--- src/rtl/wh_row_mac.sv ---
// Sparse H row x dense W multiply-accumulate: one WH row of NUM_FEATURE_OUT elements per H row.
// Optional macro WH_SATURATE_EN clamps each element instead of truncating to WH_DATA_WIDTH.
module wh_row_mac #(
  parameter int DATA_WIDTH      = 8,
  parameter int WH_DATA_WIDTH   = 12,
  parameter int NUM_FEATURE_IN  = 1433,
  parameter int NUM_FEATURE_OUT = 16,
  parameter int MAX_NODES       = 168,
  localparam int COL_IDX_W = $clog2(NUM_FEATURE_IN),
  localparam int MW_ADDR_W = $clog2(NUM_FEATURE_IN * 10),
  localparam int NN_W      = $clog2(MAX_NODES),
  localparam int ACC_W     = 2 * DATA_WIDTH + COL_IDX_W
) (
  input  logic                                        clk,
  input  logic                                        rst_n,
  input  logic                                        w_rdy_i,
  input  logic                                        ni_vld_i,
  output logic                                        ni_rdy_o,
  input  logic [COL_IDX_W+NN_W:0]                     ni_data_i,
  input  logic                                        h_vld_i,
  output logic                                        h_rdy_o,
  input  logic [DATA_WIDTH+COL_IDX_W-1:0]             h_data_i,
  output logic [NUM_FEATURE_OUT*MW_ADDR_W-1:0]        mult_wgt_addrb_flat,
  input  logic [NUM_FEATURE_OUT*DATA_WIDTH-1:0]       mult_wgt_dout_flat,
  output logic                                        wh_vld_o,
  input  logic                                        wh_rdy_i,
  output logic [NUM_FEATURE_OUT*WH_DATA_WIDTH+NN_W:0] wh_data_o,
  output logic                                        busy_o
);

  localparam int PROD_W  = 2 * DATA_WIDTH;
  localparam int OUT_W   = NUM_FEATURE_OUT * WH_DATA_WIDTH + NN_W + 1;
`ifdef WH_SATURATE_EN
  localparam logic signed [ACC_W-1:0] ACC_MAX = ACC_W'((2 ** (WH_DATA_WIDTH - 1)) - 1);
  localparam logic signed [ACC_W-1:0] ACC_MIN = ACC_W'(-(2 ** (WH_DATA_WIDTH - 1)));
`endif

  typedef enum logic [2:0] {IDLE, HDR, MAC, DRAIN, OUT} state_e;

  state_e                        state_q, state_d;
  logic [COL_IDX_W-1:0]          rem_q, rem_d;
  logic [NN_W-1:0]               num_nodes_q, num_nodes_d;
  logic                          flag_q, flag_d;
  logic                          s1_vld_q, s1_vld_d;
  logic signed [DATA_WIDTH-1:0]  s1_val_q, s1_val_d;
  logic                          drain_wait_q, drain_wait_d;
  logic                          wh_vld_q, wh_vld_d;
  logic [OUT_W-1:0]              wh_data_q, wh_data_d;
  logic signed [ACC_W-1:0]       acc_q [NUM_FEATURE_OUT];
  logic signed [ACC_W-1:0]       acc_d [NUM_FEATURE_OUT];

  logic signed [DATA_WIDTH-1:0]  w_lane [NUM_FEATURE_OUT];
  logic signed [PROD_W-1:0]      prod   [NUM_FEATURE_OUT];
  logic [WH_DATA_WIDTH-1:0]      wh_red [NUM_FEATURE_OUT];

  logic [COL_IDX_W-1:0]          hdr_row_len;
  logic [NN_W-1:0]               hdr_num_nodes;
  logic                          hdr_flag;
  logic signed [DATA_WIDTH-1:0]  h_val;
  logic [COL_IDX_W-1:0]          h_col;
  logic                          h_fire;

  assign {hdr_row_len, hdr_num_nodes, hdr_flag} = ni_data_i;
  assign {h_val, h_col} = h_data_i;

  // Ready outputs depend on state only, never on the matching valid input.
  assign ni_rdy_o  = (state_q == HDR);
  assign h_rdy_o   = (state_q == MAC) && (rem_q != '0);
  assign h_fire    = h_vld_i && h_rdy_o;
  assign busy_o    = (state_q != IDLE);
  assign wh_vld_o  = wh_vld_q;
  assign wh_data_o = wh_data_q;

  always_comb begin
    mult_wgt_addrb_flat = '0;
    for (int k = 0; k < NUM_FEATURE_OUT; k++) begin
      w_lane[k] = mult_wgt_dout_flat[k*DATA_WIDTH +: DATA_WIDTH];
      prod[k]   = s1_val_q * w_lane[k];
      mult_wgt_addrb_flat[k*MW_ADDR_W +: MW_ADDR_W] = h_rdy_o ? MW_ADDR_W'(h_col) : '0;
    end
  end

  always_comb begin
    for (int k = 0; k < NUM_FEATURE_OUT; k++) begin
`ifdef WH_SATURATE_EN
      if (acc_q[k] > ACC_MAX) begin
        wh_red[k] = ACC_MAX[WH_DATA_WIDTH-1:0];
      end else if (acc_q[k] < ACC_MIN) begin
        wh_red[k] = ACC_MIN[WH_DATA_WIDTH-1:0];
      end else begin
        wh_red[k] = acc_q[k][WH_DATA_WIDTH-1:0];
      end
`else
      wh_red[k] = acc_q[k][WH_DATA_WIDTH-1:0];
`endif
    end
  end

  always_comb begin
    state_d      = state_q;
    rem_d        = rem_q;
    num_nodes_d  = num_nodes_q;
    flag_d       = flag_q;
    s1_vld_d     = 1'b0;
    s1_val_d     = s1_val_q;
    drain_wait_d = drain_wait_q;
    wh_vld_d     = wh_vld_q;
    wh_data_d    = wh_data_q;
    for (int k = 0; k < NUM_FEATURE_OUT; k++) begin
      acc_d[k] = acc_q[k];
      if (s1_vld_q) begin
        acc_d[k] = acc_q[k] + $signed({{(ACC_W-PROD_W){prod[k][PROD_W-1]}}, prod[k]});
      end
    end

    case (state_q)
      IDLE: begin
        if (w_rdy_i) state_d = HDR;
      end
      HDR: begin
        if (ni_vld_i) begin
          num_nodes_d  = hdr_num_nodes;
          flag_d       = hdr_flag;
          rem_d        = hdr_row_len;
          drain_wait_d = 1'b0;
          for (int k = 0; k < NUM_FEATURE_OUT; k++) acc_d[k] = '0;
          state_d = (hdr_row_len == '0) ? DRAIN : MAC;
        end
      end
      MAC: begin
        if (h_fire) begin
          s1_vld_d = 1'b1;
          s1_val_d = h_val;
          rem_d    = rem_q - COL_IDX_W'(1);
          if (rem_q == COL_IDX_W'(1)) state_d = DRAIN;
        end
      end
      DRAIN: begin
        // First cycle lets the last stage-1 product land in the accumulators.
        if (!drain_wait_q) begin
          drain_wait_d = 1'b1;
        end else begin
          for (int k = 0; k < NUM_FEATURE_OUT; k++) begin
            wh_data_d[NN_W+1+k*WH_DATA_WIDTH +: WH_DATA_WIDTH] = wh_red[k];
          end
          wh_data_d[NN_W:1] = num_nodes_q;
          wh_data_d[0]      = flag_q;
          wh_vld_d          = 1'b1;
          state_d           = OUT;
        end
      end
      OUT: begin
        if (wh_rdy_i) begin
          wh_vld_d = 1'b0;
          state_d  = w_rdy_i ? HDR : IDLE;
        end
      end
      default: state_d = IDLE;
    endcase
  end

  always_ff @(posedge clk or negedge rst_n) begin
    if (!rst_n) begin
      state_q      <= IDLE;
      rem_q        <= '0;
      num_nodes_q  <= '0;
      flag_q       <= 1'b0;
      s1_vld_q     <= 1'b0;
      s1_val_q     <= '0;
      drain_wait_q <= 1'b0;
      wh_vld_q     <= 1'b0;
      wh_data_q    <= '0;
      for (int k = 0; k < NUM_FEATURE_OUT; k++) acc_q[k] <= '0;
    end else begin
      state_q      <= state_d;
      rem_q        <= rem_d;
      num_nodes_q  <= num_nodes_d;
      flag_q       <= flag_d;
      s1_vld_q     <= s1_vld_d;
      s1_val_q     <= s1_val_d;
      drain_wait_q <= drain_wait_d;
      wh_vld_q     <= wh_vld_d;
      wh_data_q    <= wh_data_d;
      for (int k = 0; k < NUM_FEATURE_OUT; k++) acc_q[k] <= acc_d[k];
    end
  end

endmodule

--- config.mk ---
export PLATFORM = sky130hd
export DESIGN_NAME = wh_row_mac
export DESIGN_NICKNAME = d
export VERILOG_FILES = /design/src/rtl/wh_row_mac.sv
export SDC_FILE = /design/constraint.sdc
export NUM_CORES = 2
export LEC_CHECK = 0
export ABC_AREA = 1
export BUFFER_PORTS_ARGS = -buffer_cell sky130_fd_sc_hd__buf_4
export CORE_ASPECT_RATIO = 0.6
export CORE_MARGIN = 1.5
export CORE_UTILIZATION = 62
export CTS_CLUSTER_DIAMETER = 50
export DETAILED_ROUTE_END_ITERATION = 6
export GPL_ROUTABILITY_DRIVEN = 1
export PLACE_DENSITY = 0.84
export SLEW_MARGIN = 20
export SYNTH_ARGS = -nofsm -noshare
export SYNTH_HDL_FRONTEND = slang
export SYNTH_SLANG_ARGS = --single-unit
--- constraint.sdc ---
create_clock -name clk -period 9.6 [get_ports clk]
set_clock_uncertainty 0.2 [all_clocks]
set_input_delay 1.92 -clock clk [delete_from_list [all_inputs] [get_ports clk]]
set_output_delay 1.92 -clock clk [all_outputs]
set_load 0.02 [all_outputs]
==> summary.md <==
| Metric | Value |
|---|---|
| Nets@finish | 8325 |
| Clock latency on the worst-skew pair | about 0.65 ns |
| Gpl congestion | between 0.9 and 1 |
| Seq cells post-synth | 427 |
| Clock Path Buffers | 3 |
| Setup_tns | 0 ns |
| Post-route antenna net violation count | 0 |
| CTS buffer count | 57 |
| Dpl cell area | 0.0573 mm^2 |
| Outcome | finished, violations left |
| Final hold viol count | 0 |
| Starting Density | 63.0% |
| Hold Buf Count CTS | 0 |
| Violated checks | design-rule violations |
| HPWL after DPL | roughly 110000 um |
| Worst Path Required | ~10 ns |
| Post-CTS Setup Inserts | 0 |
| RSZ-0062 raised after global routing | no |
| Endpoints failing setup | 0 |
| Actual slew at the worst max-slew pin | around 1.1 ns |
| Max-slew violation count | 0 |
| Min Tclk post-route | 6.37 ns |
| Vias/cell | between 5 and 6 |
| Drt pass-1 iters | 7 |
| Resized cells post-CTS | 0 |
| R2r endpoint | acc_q[199]$_DFF_PN0_ |
| Yosys cell types | between 40 and 50 |
| Post-placement cell count | 8038 |
| Core ar. | 0.0861 mm^2 |
| Number of DRC markers in iteration 0 | 3374 |
| Max Cap Viol | 0 |
| Fin area | 0.0595 mm^2 |
| Part of the cycle the worst path needs | 66.4% |
| Total track usage | 32.9% |
| Die W | around 380 um |
| Sequential area share after synthesis | 19.7% |
| Worst Hold Class | reg2reg |
| Worst-path clk slew | 0.07 ns |
| Hold Slack | 0.282 ns |
| Share of cells above drive strength 1 | 11.0% |
| Worst setup path startpoint | s1_val_q[0]$_DFFE_PN0P_ |
| Worst r2r src | s1_val_q[0]$_DFFE_PN0P_ |
| Port bufs | 553 |
| Mapped Area | 0.0542 mm^2 |
| DRT Wirelength | 143000 um |
| Worst setup EP type | flip-flop |
| Avg Synthesized Cell Area | 7.98 um^2 |
| Startpoint types | flip-flop |
| Ys Warns | 0 |
| First-pass GRT wire length | 233000 um |
| Die area | 0.0893 mm^2 |
| P&R area growth vs syn | 9.81% |
| CTS root buf | clkbuf_16 |
| I/O pins | 602 |
| Initial antenna violation count | 21 |
| Largest net degree at the start of global routing | 157 |
| Max FO, Critical Path | 31 |
| CTS tree | yes |
| End point of the critical path | acc_q[199]$_DFF_PN0_ |
| Mapped Cells | 6788 |
| Slew HR | 25.0% |
| EDFF count, synth | 0 |
| Die Span Y | about 230 um |
| Crit path DAT | 6.70 ns |
| Cell Rows | 83 |
| Synth async-reset ratio | 100% |
| DRC Markers | 2 |
| Fmax | 157 MHz |
| Grt ovf | 0 |
| Number of global-route vias before repair | 44700 |
| Clock Sinks | approximately 430 |
| DR WL/cell | about 18 um |
| Most common flop cell mapped by yosys | dfrtp_1 |
| R2R depth | 17 |
| Vias | 43400 |
| Critical path class | reg2reg |
| Fin cells | a little over 8000 |
| Htree depth | 2 |
| Internal reg-to-reg setup slack | 3.23 ns |
[flip-flops by register name, indices dropped and copies added, names as in the netlist]
| signal | flops |
|---|---|
| s1_vld_q | 1 |
| num_nodes_q | 8 |
| state_q | 3 |
| drain_wait_q | 1 |
| rem_q | 11 |
| flag_q | 1 |
| s1_val_q | 8 |
| wh_vld_o | 1 |
| acc_q | 192 |
| wh_data_o | 201 |
[placed cells by master (no fill, tap or decap), drive strengths merged, types with 12 or more instances in the layout]
cell type	netlist	layout
nand2	1659	1659
inv	1695	1709
xor2	87	87
clkbuf	227	66
diode	0	13
or2	18	18
dfrtp	427	427
o21bai	12	12
conb	1	48
nand3b	36	36
clkinv	2	21
mux2	18	18
nor2	240	240
ha	450	450
xnor2	36	36
o21ai	288	288
fa	752	752
buf	299	582
a21oi	203	203
nand3	160	160
o31ai	23	23
a211oi	112	112
[metal layers]
layer	vias up	GRT usage [%]	share of wire (%)
li1	20100	-	-
met2	1900	51.1	45
met3	324	7.68	10
met4	22	10.3	3.1
met1	21100	45.9	42
met5	-	0	0.098
[cells in the mapped netlist (5+ instances only)]
| cell | instances | area (um^2) |
|---|---|---|
| o21bai_1 | 12 | 90.1 |
| o31ai_1 | 23 | 173 |
| a211oi_1 | 112 | 841 |
| nand3b_1 | 36 | 270 |
| buf_1 | 16 | 60.1 |
| xnor2_1 | 36 | 315 |
| o21ai_0 | 287 | 1440 |
| nor3_1 | 5 | 25.0 |
| ha_1 | 450 | 5630 |
| nor2_1 | 235 | 882 |
| inv_1 | 1688 | 6340 |
| buf_4 | 223 | 1670 |
| a31oi_1 | 6 | 37.5 |
| fa_1 | 752 | 15100 |
| clkbuf_1 | 187 | 702 |
| a21oi_1 | 202 | 1010 |
| mux2_2 | 18 | 203 |
| clkbuf_2 | 40 | 200 |
| inv_2 | 5 | 18.8 |
| nand2_1 | 1657 | 6220 |
| dfrtp_1 | 427 | 10700 |
| nand3_1 | 158 | 791 |
| a31o_2 | 5 | 43.8 |
| or2_2 | 18 | 113 |
| buf_2 | 56 | 280 |
| xor2_1 | 87 | 762 |
| nand4_1 | 7 | 43.8 |
| nor4_1 | 11 | 68.8 |
[how the worst min path moves through the flow]
stage                                           from                    endpoint  slack, ns  cells past startpoint
final                     wh_data_o[149]$_DFFE_PN0P_  wh_data_o[149]$_DFFE_PN0P_       0.28                      2
after global routing      wh_data_o[187]$_DFFE_PN0P_  wh_data_o[187]$_DFFE_PN0P_       0.31                      2
after CTS                 wh_data_o[147]$_DFFE_PN0P_  wh_data_o[147]$_DFFE_PN0P_       0.29                      2
after detailed placement    wh_data_o[7]$_DFFE_PN0P_    wh_data_o[7]$_DFFE_PN0P_       0.27                      2
after global placement          wh_vld_o$_DFFE_PN0P_        wh_vld_o$_DFFE_PN0P_       0.26                      2
after floorplan             drain_wait_q$_DFFE_PN0P_    drain_wait_q$_DFFE_PN0P_       0.26                      2
[critical path: stages, from the launching register on]
cell and delay, ns:
dfrtp_4 0.76, clkinv_1 0.61, buf_4 0.45, nand2_1 0.16, fa_1 0.44, fa_1 0.56, inv_1 0.06, fa_1 0.53
fa_1 0.59, fa_1 0.43, ha_1 0.34, inv_1 0.09, o31ai_1 0.36, a21oi_1 0.13, o21bai_1 0.19, nor2_1 0.06
o21ai_0 0.16, inv_1 0.05
[metrics by stage]
step	setup WS (ns)	util, %
2_1_floorplan	3.33	-
5_1_grt	3.02	69.1
4_1_cts	3.26	69.1
6_report	3.23	69.1
3_3_place_gp	3.20	66.6
3_5_place_dp	3.05	66.6
[final cells by class]
cell class	count	area (um^2)
Sequential cell	427	10700
Fill cell	6596	26600
Clock inverter	42	568
Tap cell	1147	1440
Timing Repair Buffer	582	4430
Inverter	1697	6380
Antenna cell	13	32.5
Clock buffer	66	1560
Multi-Input combinational cell	4185	34400
[logic make-up after synthesis]
logic type / count (synthesis) / share of synthesized area, %
buf+inv: 2223 / 17.2
compound gates: 654 / 6.82
simple gates: 2140 / 15.7
xor+xnor: 123 / 1.99
fa+ha+maj: 1202 / 38.2
other cells: 1 / 0.00692
flops: 427 / 19.7
mux: 18 / 0.374
Power is left out: the tool's default activity adds up to more than one toggle a clock period on the data nets, which glitch-free logic cannot reach.
